<file path="config.mk">
export PLATFORM = sky130hd
export DESIGN_NAME = pc_sequencer
export DESIGN_NICKNAME = d
export VERILOG_FILES = /design/src/rtl/pc_sequencer.sv
export SDC_FILE = /design/constraint.sdc
export NUM_CORES = 1
export LEC_CHECK = 0
export ABC_CLOCK_PERIOD_IN_PS = 2200
export CAP_MARGIN = 30
export CORE_ASPECT_RATIO = 0.75
export CORE_MARGIN = 2
export CORE_UTILIZATION = 45
export CTS_CLUSTER_DIAMETER = 40
export DETAILED_ROUTE_END_ITERATION = 12
export HOLD_SLACK_MARGIN = 0.06
export PLACE_DENSITY = 0.75
export SYNTH_ARGS = -nofsm -noshare
export SYNTH_HDL_FRONTEND = slang
export SYNTH_SLANG_ARGS = --single-unit
</file>
<file path="constraint.sdc">
create_clock -name clk -period 2.2 [get_ports clk]
set_clock_uncertainty 0.05 [all_clocks]
set_input_delay 0.44 -clock clk [delete_from_list [all_inputs] [get_ports clk]]
set_output_delay 0.44 -clock clk [all_outputs]
set_load 0.02 [all_outputs]
</file>
<file path="src/rtl/pc_sequencer.sv">
`default_nettype none
// ============================================================================
// Module      : pc_sequencer
// Description : Command-side controller for the ProgramCounter + program ROM
//               pair. It runs a small sequence ISA (NOP, JMP, WAIT, OUT, SETL,
//               DJNZ, HALT) and emits one-hot reset/load/inc PC commands.
// Revision    : 1.0 - initial release
// ============================================================================
module pc_sequencer #(
  parameter int                ADDR_W     = 8,
  parameter logic [ADDR_W-1:0] RESET_ADDR = '0
) (
  input  logic              clk,
  input  logic              reset,
  input  logic              start,
  input  logic              abort,
  input  logic              tick,
  input  logic [ADDR_W+3:0] instr,
  output logic              pc_reset,
  output logic              pc_load,
  output logic              pc_inc,
  output logic [ADDR_W-1:0] pc_reset_val,
  output logic [ADDR_W-1:0] pc_load_val,
  output logic [ADDR_W-1:0] out_port,
  output logic              busy,
  output logic              halted
);

  localparam logic [3:0] c_OP_JMP  = 4'h1;
  localparam logic [3:0] c_OP_WAIT = 4'h2;
  localparam logic [3:0] c_OP_OUT  = 4'h3;
  localparam logic [3:0] c_OP_SETL = 4'h4;
  localparam logic [3:0] c_OP_DJNZ = 4'h5;
  localparam logic [3:0] c_OP_HALT = 4'hF;

  localparam logic [ADDR_W-1:0] c_ONE = {{(ADDR_W-1){1'b0}}, 1'b1};

  typedef enum logic [2:0] {
    S_IDLE   = 3'd0,
    S_ISSUE  = 3'd1,
    S_SETTLE = 3'd2,
    S_DECODE = 3'd3,
    S_WAIT   = 3'd4,
    S_HALT   = 3'd5
  } state_t;

  state_t            r_state;
  logic              r_pc_reset;
  logic              r_pc_load;
  logic              r_pc_inc;
  logic [ADDR_W-1:0] r_load_val;
  logic [ADDR_W-1:0] r_out_port;
  logic [ADDR_W-1:0] r_loop_cnt;
  logic [ADDR_W-1:0] r_wait_cnt;

  logic [3:0]        w_opcode;
  logic [ADDR_W-1:0] w_operand;
  logic [ADDR_W-1:0] w_loop_dec;

  assign w_opcode   = instr[ADDR_W+3:ADDR_W];
  assign w_operand  = instr[ADDR_W-1:0];
  assign w_loop_dec = r_loop_cnt - c_ONE;

  // Commands are cleared every cycle so each one lives only in the ISSUE cycle.
  always_ff @(posedge clk or negedge reset) begin
    if (!reset) begin
      r_state    <= S_IDLE;
      r_pc_reset <= 1'b0;
      r_pc_load  <= 1'b0;
      r_pc_inc   <= 1'b0;
      r_load_val <= '0;
      r_out_port <= '0;
      r_loop_cnt <= '0;
      r_wait_cnt <= '0;
    end else begin
      r_pc_reset <= 1'b0;
      r_pc_load  <= 1'b0;
      r_pc_inc   <= 1'b0;
      if (abort) begin
        r_state <= S_IDLE;
      end else begin
        case (r_state)
          S_IDLE, S_HALT: begin
            if (start) begin
              r_state    <= S_ISSUE;
              r_pc_reset <= 1'b1;
            end
          end
          S_ISSUE:  r_state <= S_SETTLE;
          S_SETTLE: r_state <= S_DECODE;
          S_DECODE: begin
            r_state <= S_ISSUE;
            case (w_opcode)
              c_OP_JMP: begin
                r_pc_load  <= 1'b1;
                r_load_val <= w_operand;
              end
              c_OP_WAIT: begin
                r_wait_cnt <= w_operand;
                if (w_operand == '0) r_pc_inc <= 1'b1;
                else                 r_state  <= S_WAIT;
              end
              c_OP_OUT: begin
                r_out_port <= w_operand;
                r_pc_inc   <= 1'b1;
              end
              c_OP_SETL: begin
                r_loop_cnt <= w_operand;
                r_pc_inc   <= 1'b1;
              end
              c_OP_DJNZ: begin
                // A zero count wraps to all-ones here, so the branch is taken.
                r_loop_cnt <= w_loop_dec;
                if (w_loop_dec != '0) begin
                  r_pc_load  <= 1'b1;
                  r_load_val <= w_operand;
                end else begin
                  r_pc_inc <= 1'b1;
                end
              end
              c_OP_HALT: r_state  <= S_HALT;
              default:   r_pc_inc <= 1'b1;
            endcase
          end
          S_WAIT: begin
            if (tick) begin
              r_wait_cnt <= r_wait_cnt - c_ONE;
              if (r_wait_cnt == c_ONE) begin
                r_state  <= S_ISSUE;
                r_pc_inc <= 1'b1;
              end
            end
          end
          default: r_state <= S_IDLE;
        endcase
      end
    end
  end

  assign pc_reset     = r_pc_reset;
  assign pc_load      = r_pc_load;
  assign pc_inc       = r_pc_inc;
  assign pc_reset_val = RESET_ADDR;
  assign pc_load_val  = r_load_val;
  assign out_port     = r_out_port;
  assign busy         = (r_state != S_IDLE) && (r_state != S_HALT);
  assign halted       = (r_state == S_HALT);

endmodule
`default_nettype wire
</file>
==> run_results.csv, run 1 <==
group,metric,value,unit
outcome,status,"complete, no violations",
clock_tree,cts_root_buf,"clkbuf_8",
floorplan,core,5826,sq um
power,ir_drop,0.3892,mV
floorplan,dieArea,6672,sq um
placement,place_inst,429,
synth,syn_inst,299,
floorplan,ios,46,
critical_path,critical_path.startpoint,"r_loop_cnt[0]$_DFFE_PN0P_",
detailed_routing,dr.pass1.iters,5,
global_routing,grt_usage,0.2423,
power,p_leak,1.434,nW
synth,synth.distinct_cells,61,
critical_path,startpoint_type,"flop",
critical_path,path_class,"flop to flop",
sta,hold_viol,0,
synth,synthArstFlopShare,1.000,
sta,tightest_slew,502.1,ps
critical_path,path_buf_inv,2,
clock_tree,postCtsSetupBuffers,0,
global_routing,grt_pass1_wl,12680,microns
power,report.power.total,2.776,mW
detailed_routing,via_per_inst,6.043,
synth,syn_area,2713,sq um
flow_run,maxCapViolCount,0,
critical_path,cp.arrival,2180,ps
critical_path,crit_family,"flip-flops",
detailed_routing,drc,0,
floorplan,dieWidth,93.65,microns
clock_tree,clkTransAtPathRegs,90,ps
sta,min_period,2074,ps
sta,finalCritPeriodShare,0.9425,
detailed_routing,drtIter0Drc,306,
critical_path,max_stage_delay,470,ps
placement,io_buffers,37,
sta,fmax,0.4823,GHz
clock_tree,ctsLongestPathBuffers,2,
critical_path,critPathCaptureType,"flop",
clock_tree,worstSkewPairLatency,300,ps
floorplan,initial_utilization,0.4656,
sta,slew_headroom,0.6653,
floorplan,rows,24,
clock_tree,cts.sinks,38,
synth,synth-seq-cells,38,
layout,drive_above_1_share,0.2089,
critical_path,path_max_fanout,9,
global_routing,first_global_vias,2543,
layout,fillers,518,
clock_tree,cts-htree-levels,2,
synth,seq_area_frac_synth,0.3506,
synth,synth_warnings,0,
sta,setup_viol,0,
synth,yosys_most_used_dff,"dfrtp_1",
clock_tree,ctsResizeCount,0,
sta,rsz0062_at_grt,"no",
placement,place.gp.congestion,0.9313,
global_routing,antenna_found_initial,0,
clock_tree,hold_buffers,0,
critical_path,required,2310,ps
layout,syn2layout_area_growth,27.44,%
critical_path,slowest_stage,"dfrtp_1",
layout,final_util,0.5934,
critical_path,path_cells,"inv_1, ha_1, nor4b_4, xnor2_2, o21a_1, buf_12, o211ai_1",
layout,mostFrequentLayoutCells,"40 x buf_4, 37 x dfrtp_1, 34 x clkdlybuf4s50_1, 20 x inv_1, 20 x nor4_1",
detailed_routing,detail_route.wl_per_cell,17.95,microns
global_routing,grt_max_degree,21,
floorplan,die_y,71.24,microns
synth,avgSynthCellArea,9.072,sq um
detailed_routing,drtAntennaViolNets,0,
worst_hold_path,hold_class,"input pin to async pin",
synth,synth_edf_count,0,
clock_tree,cts_made_buffers,5,
layout,nets,379,
placement,place_hpwl,5694,microns
sta,slew_viol_final,0,
clock_tree,cts_tree,"yes",
layout,final_cells,437,
detailed_routing,routed_wl,7843,microns
power,powerDensity,802.9,nW/um^2
detailed_routing,vias,2641,
layout,n_antenna_cell,0,
critical_path,worstReg2RegStart,"r_loop_cnt[0]$_DFFE_PN0P_",
layout,mostFrequentLayoutCell,"buf_4",
global_routing,overflow,0,
-- path summary, 6_finish.rpt --
path,depth (start not counted),slack (ps),end
worst max-delay path,7,130,pc_load_val[3]$_DFFE_PN0P_
max in group asynchronous,2,1560,out_port[5]$_DFFE_PN0P_
worst max register to register,7,130,pc_load_val[3]$_DFFE_PN0P_
min in group clk,1,470,out_port[3]$_DFFE_PN0P_
worst min register to register,1,470,out_port[3]$_DFFE_PN0P_
worst min-delay path,1,50,r_loop_cnt[5]$_DFFE_PN0P_
-- synthesized netlist by cell type, types with 3 or more instances --
master,n,area (sq um)
nor2_1,12,45.04
o31ai_1,6,45.04
a21oi_1,19,95.09
xnor2_1,3,26.28
nor3_1,9,45.04
clkbuf_1,9,33.78
a31oi_1,4,25.02
ha_1,4,50.05
buf_2,7,35.03
nand2b_1,10,62.56
a221oi_1,8,70.07
buf_6,3,33.78
o21ai_0,12,60.06
buf_4,12,90.09
nand4_1,4,25.02
nand2_1,10,37.54
dfrtp_1,38,950.9
inv_1,20,75.07
o211ai_1,17,127.6
nand3_1,12,60.06
nor4_1,20,125.1
mux2_2,9,101.4
-- metal layers --
layer,part of all wire,up-vias,global-route usage
met5,0,-,0
met2,0.44,113,0.3605
met1,0.47,1283,0.3548
met4,0.013,0,0.07729
met3,0.070,12,0.05363
li1,-,1233,-
-- kinds of logic (layout without fill, tap and decap cells) --
group | count (synthesis) | in the layout | synth area share
XOR/XNOR | 4 | 4 | 0.01569
other | 1 | 8 | 0.001382
buffers and inverters | 54 | 107 | 0.1038
adder cells (fa/ha/maj) | 4 | 4 | 0.01845
flip-flops | 38 | 38 | 0.3506
multiplexers | 9 | 9 | 0.03736
AO/OA/AOI/OAI | 89 | 89 | 0.2362
AND/OR/NAND/NOR | 100 | 100 | 0.2366
-- sequential cells by signal, indices dropped and copies added, names as in the netlist --
name / cells
out_port: 8
pc_inc: 1
pc_load: 1
pc_load_val: 8
pc_reset: 1
r_loop_cnt: 8
r_state: 3
r_wait_cnt: 8
-- layout make-up --
class | count | area, sq um | share of cell area
clock buffers | 5 | 68.82 | 0.01991
inverters | 20 | 75.07 | 0.02172
multi-input cells | 214 | 1513 | 0.4376
repair buffers | 79 | 710.7 | 0.2056
flip-flops and latches | 38 | 952.2 | 0.2754
well taps | 78 | 97.59 | 0.02823
clock inverters | 3 | 40.04 | 0.01158
-- power by group --
part / internal (mW) / switching (mW) / leakage [nW] / total [mW]
combinational: 0.533 / 0.624 / 0.870 / 1.16
clock: 0.335 / 0.280 / 0.0579 / 0.614
sequential: 0.837 / 0.166 / 0.507 / 1.00
-- metrics by stage --
stage          TNS (ps)  setup WS, ps  instance area, sq um  hold WS, ps
2_1_floorplan         0         270.8                  2739        94.41
3_3_place_gp     -213.1        -51.75                  3342        386.1
3_5_place_dp     -945.1        -125.4                  3342        393.3
4_1_cts               0         1.382                  3451        82.53
5_1_grt               0         13.49                  3457        87.77
6_report              0         126.4                  3457        47.41
(Power assumes the default switching activity.)
==> inputs of run 2 (changes only) <==
--- a/config.mk
+++ b/config.mk
@@ -14,6 +14,7 @@
 export DETAILED_ROUTE_END_ITERATION = 12
 export HOLD_SLACK_MARGIN = 0.06
 export PLACE_DENSITY = 0.75
+export SKIP_LAST_GASP = 1
 export SYNTH_ARGS = -nofsm -noshare
 export SYNTH_HDL_FRONTEND = slang
 export SYNTH_SLANG_ARGS = --single-unit
==> run 2 against run 1 <==
Net effect: critical path depth is 4 lower; cell count is the same; combinational power hardly changed; wire length fell by 0.77%; utilization about the same; largest cell class unchanged; highest routed layer unchanged.
==> run_results.csv, run 2 (same netlist as run 1, synthesis figures left out) <==
group,metric,value,unit
detailed_routing,via_per_inst,5.975,
global_routing,antenna_found_initial,0,
layout,drive_above_1_share,0.2089,
floorplan,die_y,71.24,microns
critical_path,slowest_stage,"clkdlybuf4s50_1",
critical_path,cp.arrival,1670,ps
clock_tree,worstSkewPairLatency,290,ps
sta,slew_viol_final,0,
sta,hold_viol,0,
global_routing,grt_max_degree,21,
sta,min_period,2160,ps
critical_path,required,1710,ps
placement,place.gp.congestion,0.9313,
clock_tree,ctsLongestPathBuffers,2,
clock_tree,cts_root_buf,"clkbuf_8",
floorplan,initial_utilization,0.4656,
power,ir_drop,0.3895,mV
sta,setup_viol,0,
detailed_routing,drtIter0Drc,289,
detailed_routing,dr.pass1.iters,4,
global_routing,grt_usage,0.2423,
floorplan,ios,46,
layout,n_antenna_cell,0,
layout,mostFrequentLayoutCells,"40 x buf_4, 37 x dfrtp_1, 35 x clkdlybuf4s50_1, 20 x inv_1, 20 x nor4_1",
layout,mostFrequentLayoutCell,"buf_4",
power,power_frac_clock,0.219,
placement,place_hpwl,5694,microns
power,p_int,1.705,mW
clock_tree,cts_made_buffers,5,
clock_tree,clkTransAtPathRegs,80,ps
power,p_leak,1.416,nW
critical_path,crit_family,"buffers and inverters",
power,p_comb_frac,0.417,
sta,rsz0062_at_grt,"yes",
critical_path,path_max_fanout,7,
outcome,status,"complete, no violations",
detailed_routing,vias,2611,
floorplan,dieArea,6672,sq um
critical_path,path_class,"flop to primary output",
layout,syn2layout_area_growth,27.35,%
detailed_routing,drtAntennaViolNets,0,
sta,fin_setup_tns,0,ps
global_routing,overflow,0,
critical_path,max_stage_delay,600,ps
power,net-switching-power,1.055,mW
floorplan,dieWidth,93.65,microns
clock_tree,cts_tree,"yes",
worst_hold_path,hold_class,"input pin to async pin",
clock_tree,hold_buffers,0,
global_routing,grt_pass1_wl,12680,microns
detailed_routing,detail_route.wl_per_cell,17.81,microns
sta,fmax,0.4631,GHz
critical_path,path_cells,"inv_1, and3_1, clkdlybuf4s50_1",
layout,final_cell_area,3455,sq um
sta,finalCritPeriodShare,0.9816,
critical_path,critPathCaptureType,"primary output",
clock_tree,cts-htree-levels,2,
critical_path,startpoint_type,"flop",
clock_tree,ctsResizeCount,0,
clock_tree,cts.sinks,38,
placement,io_buffers,37,
detailed_routing,routed_wl,7783,microns
power,powerDensity,799.1,nW/um^2
critical_path,path_buf_inv,2,
detailed_routing,drc,0,
placement,detailed_place.area,3342,sq um
layout,nets,379,
floorplan,rows,24,
flow_run,maxCapViolCount,0,
floorplan,core,5826,sq um
global_routing,first_global_vias,2543,
power,p_seq_frac,0.363,
clock_tree,postCtsSetupBuffers,0,
power,switching_share,0.3823,
[run 2: cell types whose count changed in the layout (fill, tap and decap cells not counted), sizes merged]
cell and delta:
dlymetal6s2s -1, clkdlybuf4s50 +1
[run 2: through the flow]
stage	instances	power, mW	util	hold slack, ps	worst slack [ps]
5_1_grt	437	2.896	0.5930	87.77	-23.22
3_3_place_gp	429	2.118	0.5737	386.1	-51.75
4_1_cts	437	2.750	0.5924	82.53	1.382
6_report	437	2.761	0.5930	51.91	40.41
2_1_floorplan	306	1.684	-	94.41	270.8
3_5_place_dp	429	2.143	0.5737	393.3	-125.4
[run 2: layer usage]
layer  vias up  track usage  part of all wire
met4         0      0.07729             0.015
met3        10      0.05363             0.075
li1       1230            -                 -
met2       104       0.3605              0.44
met1      1267       0.3548              0.47
met5         -            0                 0
[run 2: power by group through the flow]
stage                     sequential, mW  clock, mW  combinational [mW]
after floorplan                     1.02          0               0.663
after global placement              1.01          0                1.11
after detailed placement            1.01          0                1.13
after CTS                          0.997      0.609                1.14
after global routing                1.02      0.639                1.24
final                               1.00      0.606                1.15
[run 2: worst reg2reg max path: stages (launching register included)]
cell and delay (ps):
dfrtp_1 480, inv_1 120, ha_1 280, nor4b_4 360, xnor2_2 170, o21a_1 250, buf_12 150, o211ai_1 100
[run 2: path summary, 6_finish.rpt]
kind / start / end / slack, ps / depth (start not counted)
worst max-delay path: r_state[1]$_DFFE_PN0P_ / halted / 40 / 3
worst min-delay path: reset / r_state[0]$_DFFE_PN0P_ / 50 / 1
worst max register to register: r_loop_cnt[0]$_DFFE_PN0P_ / pc_load_val[0]$_DFFE_PN0P_ / 120 / 7
worst min register to register: out_port[3]$_DFFE_PN0P_ / out_port[3]$_DFFE_PN0P_ / 470 / 1
max in group asynchronous: reset / out_port[5]$_DFFE_PN0P_ / 1560 / 2
min in group clk: out_port[3]$_DFFE_PN0P_ / out_port[3]$_DFFE_PN0P_ / 470 / 1
[run 2: layout make-up]
cell class | count | area, sq um
Fill cell | 519 | 2371
Multi-Input combinational cell | 214 | 1513
Sequential cell | 38 | 952.2
Timing Repair Buffer | 79 | 708.2
Tap cell | 78 | 97.59
Inverter | 20 | 75.07
Clock buffer | 5 | 68.82
Clock inverter | 3 | 40.04
==> inputs of run 3 (changes only) <==
--- a/config.mk
+++ b/config.mk
@@ -9,11 +9,11 @@
 export CAP_MARGIN = 30
 export CORE_ASPECT_RATIO = 0.75
 export CORE_MARGIN = 2
-export CORE_UTILIZATION = 45
+export CORE_UTILIZATION = 35
 export CTS_CLUSTER_DIAMETER = 40
 export DETAILED_ROUTE_END_ITERATION = 12
 export HOLD_SLACK_MARGIN = 0.06
-export PLACE_DENSITY = 0.75
+export PLACE_DENSITY = 0.53
 export SKIP_LAST_GASP = 1
 export SYNTH_ARGS = -nofsm -noshare
 export SYNTH_HDL_FRONTEND = slang
==> run 3 against run 2 <==
Net effect: via count decreased by 1.1%; maximum frequency increased by 3.1%; clock-buffer cell count increased by 2; critical path depth increased by 3; final area rose by 0.94%; worst setup slack improved by 66 ps; sequential power about the same; hold slack got worse by 2.8 ps; global-route usage shrank 3.2 points; clock power down 15%; first-iteration DRC count shrank 32%; critical endpoint is now r_wait_cnt[0]$_DFFE_PN0P_; largest cell class unchanged.
==> run_results.csv, run 3 (same netlist as run 1, synthesis figures left out) <==
group,metric,value,unit
critical_path,path_class,"input pin to flop",
layout,fillers,740,
layout,final_util,0.4692,
placement,pre_cts_ws,-181.7,ps
sta,rsz0062_at_grt,"no",
sta,slew_headroom,0.6573,
power,p_comb_frac,0.434,
power,report.power.total,2.655,mW
detailed_routing,via_per_inst,5.577,
critical_path,critical_path.startpoint,"instr[8]",
critical_path,cp.arrival,2220,ps
clock_tree,cts_tree,"yes",
detailed_routing,drtIter0Drc,197,
detailed_routing,drtAntennaViolNets,0,
sta,min_period,2094,ps
critical_path,path_max_fanout,5,
floorplan,ios,46,
sta,slew_viol_final,0,
floorplan,dieArea,8478,sq um
flow_run,maxCapViolCount,0,
sta,fin_ws,106.0,ps
detailed_routing,vias,2582,
global_routing,first_global_vias,2576,
floorplan,dieWidth,105.7,microns
floorplan,rows,27,
layout,mostFrequentLayoutCell,"buf_4",
worst_hold_path,hold_class,"input pin to async pin",
clock_tree,worstSkewPairLatency,290,ps
power,power_frac_clock,0.193,
global_routing,grt_max_degree,22,
layout,syn2layout_area_growth,28.55,%
sta,tightest_slew,509.4,ps
clock_tree,ctsLongestPathBuffers,2,
detailed_routing,detail_route.wl_per_cell,18.00,microns
sta,hold_viol,0,
layout,drive_above_1_share,0.2127,
clock_tree,clkTransAtPathRegs,80,ps
power,ir_drop,0.3791,mV
critical_path,required,2330,ps
sta,finalCritPeriodShare,0.9518,
critical_path,startpoint_type,"input pin",
detailed_routing,drc,0,
sta,fmax,0.4776,GHz
power,switching_share,0.3987,
floorplan,core,7432,sq um
placement,place_hpwl,6023,microns
detailed_routing,routed_wl,8334,microns
global_routing,grt_pass1_wl,13910,microns
placement,io_buffers,37,
placement,place.gp.congestion,0.8418,
sta,setup_viol,0,
clock_tree,cts-htree-levels,2,
floorplan,initial_utilization,0.3650,
power,p_seq_frac,0.373,
clock_tree,cts.sinks,38,
layout,nets,382,
critical_path,critPathCaptureType,"flop",
layout,final_cells,463,
placement,place_inst,455,
detailed_routing,dr.pass1.iters,4,
global_routing,overflow,0,
layout,mostFrequentLayoutCells,"43 x buf_4, 38 x dfrtp_1, 34 x clkdlybuf4s50_1, 20 x inv_1, 20 x nor4_1",
global_routing,antenna_found_initial,0,
critical_path,worstReg2RegStart,"r_loop_cnt[0]$_DFFE_PN0P_",
power,p_int,1.596,mW
floorplan,die_y,80.24,microns
clock_tree,cts_made_buffers,5,
outcome,status,"complete, no violations",
sta,holdWs,49.13,ps
layout,n_antenna_cell,0,
power,powerDensity,761.2,nW/um^2
global_routing,grt_usage,0.2105,
power,net-switching-power,1.058,mW
clock_tree,cts_root_buf,"clkbuf_8",
power,p_leak,1.425,nW
## run 3: metal layers
metal	global-route usage	routed length, microns
met5	0	0
met1	0.3181	4286
met4	0.05658	82
met2	0.3077	3518
met3	0.03328	447
## run 3: path summary, 6_finish.rpt
kind / endpoint / slack [ps] / cells after the start
worst min-delay path: out_port[3]$_DFFE_PN0P_ / 50 / 1
worst max-delay path: r_wait_cnt[0]$_DFFE_PN0P_ / 110 / 6
worst min register to register: out_port[7]$_DFFE_PN0P_ / 460 / 1
max in group asynchronous: r_wait_cnt[6]$_DFFE_PN0P_ / 1560 / 2
worst max register to register: pc_load_val[0]$_DFFE_PN0P_ / 210 / 5
min in group clk: out_port[7]$_DFFE_PN0P_ / 460 / 1
## run 3: power by group through the flow
stage	combinational (mW)	sequential, mW	clock (mW)
final	1.15	0.990	0.513
after global routing	1.25	1.01	0.554
after CTS	1.15	0.986	0.524
after detailed placement	1.14	0.996	0
after global placement	1.13	0.999	0
after floorplan	0.663	1.02	0
## run 3: worst max-delay path: stages
cell and delay, ps:
clkdlybuf4s50_1 500, nor3_1 390, a32oi_2 170, or2_0 300, buf_4 170, o311ai_1 250
## run 3: timing repair
item / in CTS / in global routing
setup buffers: 0 / 0
hold buffers: 0 / 0
gates resized for setup: 1 / 2
endpoints found under the setup margin: 1 / 10
## run 3: layout make-up
class | instances | area [sq um] | area share
clock buffers | 7 | 86.33 | 0.02476
well taps | 101 | 126.4 | 0.03624
clock inverters | 1 | 5.005 | 0.001435
inverters | 20 | 75.07 | 0.02153
repair buffers | 82 | 729.5 | 0.2092
flip-flops and latches | 38 | 950.9 | 0.2727
multi-input cells | 214 | 1514 | 0.4342
## run 3: through the flow
stage | TNS (ps) | instance area (sq um)
after floorplan | 0 | 2739
after global placement | -2112 | 3393
after detailed placement | -2328 | 3393
after CTS | 0 | 3483
after global routing | 0 | 3487
final | 0 | 3487
